## src/rtl/v_ex_stage.sv

```systemverilog
// Execute stage: ID/EX register with operand forwarding into the ALU, and an
// EX/MEM register capturing the ALU result and flags, both valid/ready handshaked.
module v_ex_stage #(
  parameter int DATA_W = 32,
  parameter int REG_W  = 5
) (
  input  logic              clk,
  input  logic              rst,
  input  logic              in_valid,
  output logic              in_ready,
  input  logic [DATA_W-1:0] in_pc,
  input  logic [REG_W-1:0]  in_rs1_addr,
  input  logic [REG_W-1:0]  in_rs2_addr,
  input  logic [DATA_W-1:0] in_rs1_data,
  input  logic [DATA_W-1:0] in_rs2_data,
  input  logic [DATA_W-1:0] in_imm,
  input  logic [3:0]        in_alu_op,
  input  logic              in_use_pc,
  input  logic              in_use_imm,
  input  logic [REG_W-1:0]  in_rd_addr,
  input  logic              in_reg_we,
  input  logic              flush,
  input  logic              wb_we,
  input  logic [REG_W-1:0]  wb_rd,
  input  logic [DATA_W-1:0] wb_data,
  output logic [DATA_W-1:0] alu_A,
  output logic [DATA_W-1:0] alu_B,
  output logic [3:0]        alu_op,
  input  logic [DATA_W-1:0] alu_result,
  input  logic              alu_Z,
  input  logic              alu_N,
  input  logic              alu_C,
  input  logic              alu_V,
  output logic              out_valid,
  input  logic              out_ready,
  output logic [DATA_W-1:0] out_result,
  output logic [DATA_W-1:0] out_store_data,
  output logic [REG_W-1:0]  out_rd_addr,
  output logic              out_reg_we,
  output logic [3:0]        out_flags
);

  localparam logic [3:0] ALU_ADD = 4'd0;

  logic              vld_p1;
  logic [DATA_W-1:0] pc_p1;
  logic [REG_W-1:0]  rs1_addr_p1;
  logic [REG_W-1:0]  rs2_addr_p1;
  logic [DATA_W-1:0] rs1_data_p1;
  logic [DATA_W-1:0] rs2_data_p1;
  logic [DATA_W-1:0] imm_p1;
  logic [3:0]        op_p1;
  logic              use_pc_p1;
  logic              use_imm_p1;
  logic [REG_W-1:0]  rd_addr_p1;
  logic              reg_we_p1;

  logic              s2_advance;
  logic              accept;
  logic [DATA_W-1:0] fwd_rs1;
  logic [DATA_W-1:0] fwd_rs2;

  // EX/MEM beats writeback because it holds the younger producer; x0 never forwards.
  function automatic logic [DATA_W-1:0] forward_val(
    input logic [REG_W-1:0]  rs,
    input logic [DATA_W-1:0] latched,
    input logic              s2_we,
    input logic [REG_W-1:0]  s2_rd,
    input logic [DATA_W-1:0] s2_val,
    input logic              w_we,
    input logic [REG_W-1:0]  w_rd,
    input logic [DATA_W-1:0] w_val
  );
    logic [DATA_W-1:0] v;
    v = latched;
    if (rs != '0) begin
      if (s2_we && (s2_rd == rs)) v = s2_val;
      else if (w_we && (w_rd == rs)) v = w_val;
    end
    return v;
  endfunction

  assign s2_advance = vld_p1 && (!out_valid || out_ready);
  assign in_ready   = !vld_p1 || s2_advance || flush;
  assign accept     = in_valid && in_ready && !flush;

  always_comb begin
    fwd_rs1 = forward_val(rs1_addr_p1, rs1_data_p1, out_valid && out_reg_we, out_rd_addr,
                          out_result, wb_we, wb_rd, wb_data);
    fwd_rs2 = forward_val(rs2_addr_p1, rs2_data_p1, out_valid && out_reg_we, out_rd_addr,
                          out_result, wb_we, wb_rd, wb_data);
    alu_A  = '0;
    alu_B  = '0;
    alu_op = ALU_ADD;
    if (vld_p1) begin
      alu_A  = use_pc_p1  ? pc_p1  : fwd_rs1;
      alu_B  = use_imm_p1 ? imm_p1 : fwd_rs2;
      alu_op = op_p1;
    end
  end

  // ---- stage p1: ID/EX register ----
  always_ff @(posedge clk) begin
    if (rst) begin
      vld_p1      <= 1'b0;
      pc_p1       <= '0;
      rs1_addr_p1 <= '0;
      rs2_addr_p1 <= '0;
      rs1_data_p1 <= '0;
      rs2_data_p1 <= '0;
      imm_p1      <= '0;
      op_p1       <= ALU_ADD;
      use_pc_p1   <= 1'b0;
      use_imm_p1  <= 1'b0;
      rd_addr_p1  <= '0;
      reg_we_p1   <= 1'b0;
    end else begin
      if (flush) vld_p1 <= 1'b0;
      else if (in_ready) vld_p1 <= in_valid;
      if (accept) begin
        pc_p1       <= in_pc;
        rs1_addr_p1 <= in_rs1_addr;
        rs2_addr_p1 <= in_rs2_addr;
        rs1_data_p1 <= in_rs1_data;
        rs2_data_p1 <= in_rs2_data;
        imm_p1      <= in_imm;
        op_p1       <= in_alu_op;
        use_pc_p1   <= in_use_pc;
        use_imm_p1  <= in_use_imm;
        rd_addr_p1  <= in_rd_addr;
        reg_we_p1   <= in_reg_we;
      end
    end
  end

  // ---- stage p2: EX/MEM register (drives out_*) ----
  always_ff @(posedge clk) begin
    if (rst) begin
      out_valid      <= 1'b0;
      out_result     <= '0;
      out_store_data <= '0;
      out_rd_addr    <= '0;
      out_reg_we     <= 1'b0;
      out_flags      <= '0;
    end else if (s2_advance && !flush) begin
      out_valid      <= 1'b1;
      out_result     <= alu_result;
      out_store_data <= fwd_rs2;
      out_rd_addr    <= rd_addr_p1;
      out_reg_we     <= reg_we_p1;
      out_flags      <= {alu_Z, alu_N, alu_C, alu_V};
    end else if (out_ready) begin
      out_valid <= 1'b0;
    end
  end

endmodule

```

## config.mk

```make
export PLATFORM = sky130hd
export DESIGN_NAME = v_ex_stage
export DESIGN_NICKNAME = d
export VERILOG_FILES = /design/src/rtl/v_ex_stage.sv
export SDC_FILE = /design/constraint.sdc
export NUM_CORES = 1
export LEC_CHECK = 0
export BUFFER_PORTS_ARGS = -buffer_cell sky130_fd_sc_hd__buf_2
export CORE_MARGIN = 2
export CORE_UTILIZATION = 55
export DETAILED_ROUTE_END_ITERATION = 6
export PLACE_DENSITY = 0.87
export RECOVER_POWER = 50
export SYNTH_ARGS = -nofsm -noshare
export SYNTH_HDL_FRONTEND = slang
export SYNTH_SLANG_ARGS = --single-unit
```

## constraint.sdc

```tcl
create_clock -name clk -period 3.95 [get_ports clk]
set_input_delay 0.5925 -clock clk [delete_from_list [all_inputs] [get_ports clk]]
set_output_delay 0.5925 -clock clk [all_outputs]
set_load 0.03 [all_outputs]
```

### Word-level counts from Yosys, hierarchy flattened

Cells that the tools add are included.

* logic and storage cells: 54
* register bits: 226
* input bits: 229
* output and inout bits: 144

* reduce and logical (&&, ||, !) cells: 19
* equality and inequality tests: 4
* mux-type cells: 13

Operator list (number)
* $mux W32: 10
* $eq A5 B5 Y1: 4
* $reduce_bool A5 Y1: 2
* $logic_and A1 B1 Y1: 9
* $mux W4: 1
* $logic_not A1 Y1: 3
* $logic_or A1 B1 Y1: 3
* $mux W1: 2
* $reduce_bool A2 Y1: 1
* $reduce_or A2 Y1: 1

### Logic depth before layout (Yosys ltp)

* depth in word-level cells: 7
* mapped depth: 8

### Least setup slack after synthesis

OpenSTA, ideal clock, no wires.

* kind: input-to-output
* start: in wb_rd[3]
* end: out alu_B[0]
* stages: 6
* arrival time: 2.077 ns
* path slack: 1.281 ns
* path through: xor2_1 -> nor4_1 -> o211ai_1 -> buf_2 -> o22ai_1 -> o311a_1

* word-level cells in the longest chain between the ends: 7

RTL lines
* from (decl): RTL line 24 `input logic [REG_W-1:0] wb_rd,`
* $eq A5 B5 Y1: RTL line 78 `else if (w_we && (w_rd == rs)) v = w_val;`
* $logic_and A1 B1 Y1: RTL line 78
* $mux W32: RTL line 78
* $mux W32: RTL line 77 `if (s2_we && (s2_rd == rs)) v = s2_val;`
* $mux W32: RTL line 76 `if (rs != '0) begin`
* $mux W32: RTL line 97 `alu_B = use_imm_p1 ? imm_p1 : fwd_rs2;`
* $mux W32: RTL line 95 `if (vld_p1) begin`
* to (decl): RTL line 27 `output logic [DATA_W-1:0] alu_B,`

No other way between the ends.

### Final worst setup path

* start: reg rs2_addr_p1[0]
* end: out alu_B[17]

* word-level cells in the longest chain between the ends: 7

RTL lines
* from (decl): RTL line 48 `logic [REG_W-1:0] rs2_addr_p1;`
* from (signal assigned): RTL line 123 `rs2_addr_p1 <= in_rs2_addr;`
* $eq A5 B5 Y1: RTL line 78
* $logic_and A1 B1 Y1: RTL line 78
* $mux W32: RTL line 78
* $mux W32: RTL line 77
* $mux W32 *: RTL line 76
* $mux W32 *: RTL line 97
* $mux W32 *: RTL line 95

Every way passes the cells marked *; elsewhere a longest branch is shown, timed or not.

==> metrics.txt <==
ys async rst share 0%; P_leak 5.767 nW; Fmax 262.9 MHz; element type at the critical path end primary output; synthesized flop and latch total 226; Clock Latency Late Sink 0.53 ns; drt first-iter violations 1,336; min cycle time layout 3.803 ns; Routed WL 40,210 um; Via density 5.953; initial antenna violation count 12; WHS Endpoint imm_p1[14]; Inserted Clock Buffers 25; Die X 143.9 um; Rel. slew slack -61.98%; Final nets 1,975; All-Layer GR Usage 36.95%; Cell Area, Synth 10,760 um^2; Remaining Overflow, GRT 0; largest net degree at the start of global routing 149; clk_skew 0.01660 ns; H-Tree Depth 1; Worst EP arrival 3.21 ns; Final Max Slew Viols 102; Worst Path Required 3.36 ns; top-count cell post-synth nand2_1; first-pass GRT wire length 59,930 um; CP Max Fanout 40; DR pass1 iterations 6; Top-Level Pins 373; Max-Cap Viols 2; leading area contributor after synthesis dfxtp_1; vias in the first global route 11,090; IO buf count 372; CTS tree built; CORE AREA 19,330 um^2; reg2reg end op_p1[1]; Post-DP HPWL 27,830 um; design area 13,370 um^2; Peak VDD IR 0.3181 mV; Vias 12,130; Distinct cells, synth 39; Synth area leaders dfxtp_1, nand2_1, a21oi_1; Post-DP Area 12,650 um^2; top_reg_cell synth dfxtp_1; Root Driver clkbuf_16; synthesized instance count 1,460; initial core utilization 55.64%; pwr/cell area 408.9 nW/um^2; Core Rows 51; drt drc 0; final core utilization 69.16%; Final Hold Vio Count 0; RR Startpoint out_valid; P&R area growth vs syn 24.30%; Mapped Nets 1,689; HP Class primary input to register; count of final setup violators 0; clock-pin slew on the worst setup and hold paths 0.06 ns; Yosys Warn Count 0; number of synthesized flops with an enable pin 0; hold_buf cts 0; die area 20,690 um^2; Clock Tree Buf Depth 3; Post-CTS Repair Setup Buffers 0; CTS Sinks 226; layout cell share with drive strength beyond 1 21.44%; critical path type register to primary output; crit share post-route 96.28%; Die Y-Extent 143.9 um; Fin Hold WS 0.2972 ns; flop-to-flop setup slack 0.33 ns; area share of the largest cell type after synthesis 42.06%; CP startpoint kind register; setup TNS 0 ns; Reg2Reg Depth 6; WHS Path Cells 3; RSZ-0062 raised after global routing no; Antenna Nets Post-Route 0; Worst Max-Slew Pin Slew 2.430 ns; synthesized area per cell 7.368 um^2; CP startpoint rs2_addr_p1[0]; sequential fraction of the synthesis area 42.06%; Synth top cells by count nand2_1, dfxtp_1, a21oi_1; Post-CTS Resized 0; Hold Startpoint in_imm[14]; violated checks max-capacitance violations, max-slew violations; status finished, violations left; routed len/inst 19.74 um; GP Congestion 1.029
==> critical path, stage by stage (launching register included) <==
cell and delay [ns]:
dfxtp_1 0.34, or4_1 0.63, or2_2 0.51, buf_4 0.35, nand2_1 0.14, o22ai_1 0.13, o311a_1 0.40, buf_2 0.18
==> metal layers <==
metal  vias up  global-route usage, %  part of all wire, %
met5         -                      0                0.045
met4         4                  15.53                  4.4
met3       130                  10.26                   12
li1       5615                      -                    -
met2       786                  55.89                   44
met1      5592                  49.62                   40
==> registers in the layout, summed over array words and instances (netlist names) <==
name            cells
imm_p1             32
out_result         32
out_store_data     32
pc_p1              32
rs1_data_p1        32
rs2_data_p1        32
out_rd_addr         5
rd_addr_p1          5
rs1_addr_p1         5
rs2_addr_p1         5
op_p1               4
out_flags           4
out_reg_we          1
out_valid           1
reg_we_p1           1
use_imm_p1          1
use_pc_p1           1
vld_p1              1
==> placed cells by master (no fill, tap or decap), drive strengths merged, types with 4 or more instances in the layout <==
master	count
nand2	451
buf	318
dfxtp	226
a21oi	195
clkbuf	116
nor2	67
and3	45
nand2b	36
nand4	34
nand3	34
o21ai	33
o311a	32
o31a	32
o22ai	32
a21o	31
a32o	20
xnor2	16
a31o	11
diode	9
and2	6
xor2	4
clkinv	4
==> kinds of logic after synthesis <==
kind of cell              share of synthesized area, %
xor gates and xnor gates                         1.628
DFF                                              42.06
and+or+nand+nor                                  27.39
buffers and inverters                            5.513
AOI/OAI and AO/OA                                23.41
==> report_power, final <==
part	switching, mW	leakage (nW)	internal [mW]
Sequential	0.0664	1.84	2.37
Combinational	0.459	3.52	0.239
Clock	0.944	0.401	1.39
==> worst max path at each step <==
stage | endpoint | slack [ns] | depth (start not counted)
after global placement | alu_B[9] | 0.69 | 9
after global routing | alu_B[17] | 0.05 | 7
final | alu_B[17] | 0.15 | 7
after detailed placement | alu_B[9] | 0.66 | 9
after CTS | alu_B[17] | 0.19 | 7
after floorplan | alu_B[0] | 1.28 | 6
==> through the flow <==
stage,power [mW],setup WS [ns],cells
after floorplan,2.902,1.281,1460
after global placement,3.157,0.6934,1984
after detailed placement,3.171,0.6621,1984
after CTS,5.468,0.1923,2028
after global routing,5.617,0.05110,2034
final,5.468,0.1469,2037
==> final cells by class <==
class | instances | area (um^2)
diodes | 9 | 22.52
clock buffers | 37 | 720.7
clock inverters | 7 | 92.59
fillers | 1706 | 5963
inverters | 2 | 7.507
multi-input cells | 1094 | 5672
flip-flops and latches | 226 | 4526
well taps | 265 | 331.6
repair buffers | 397 | 1999
No activity file was read; power rests on OpenSTA's default activity.
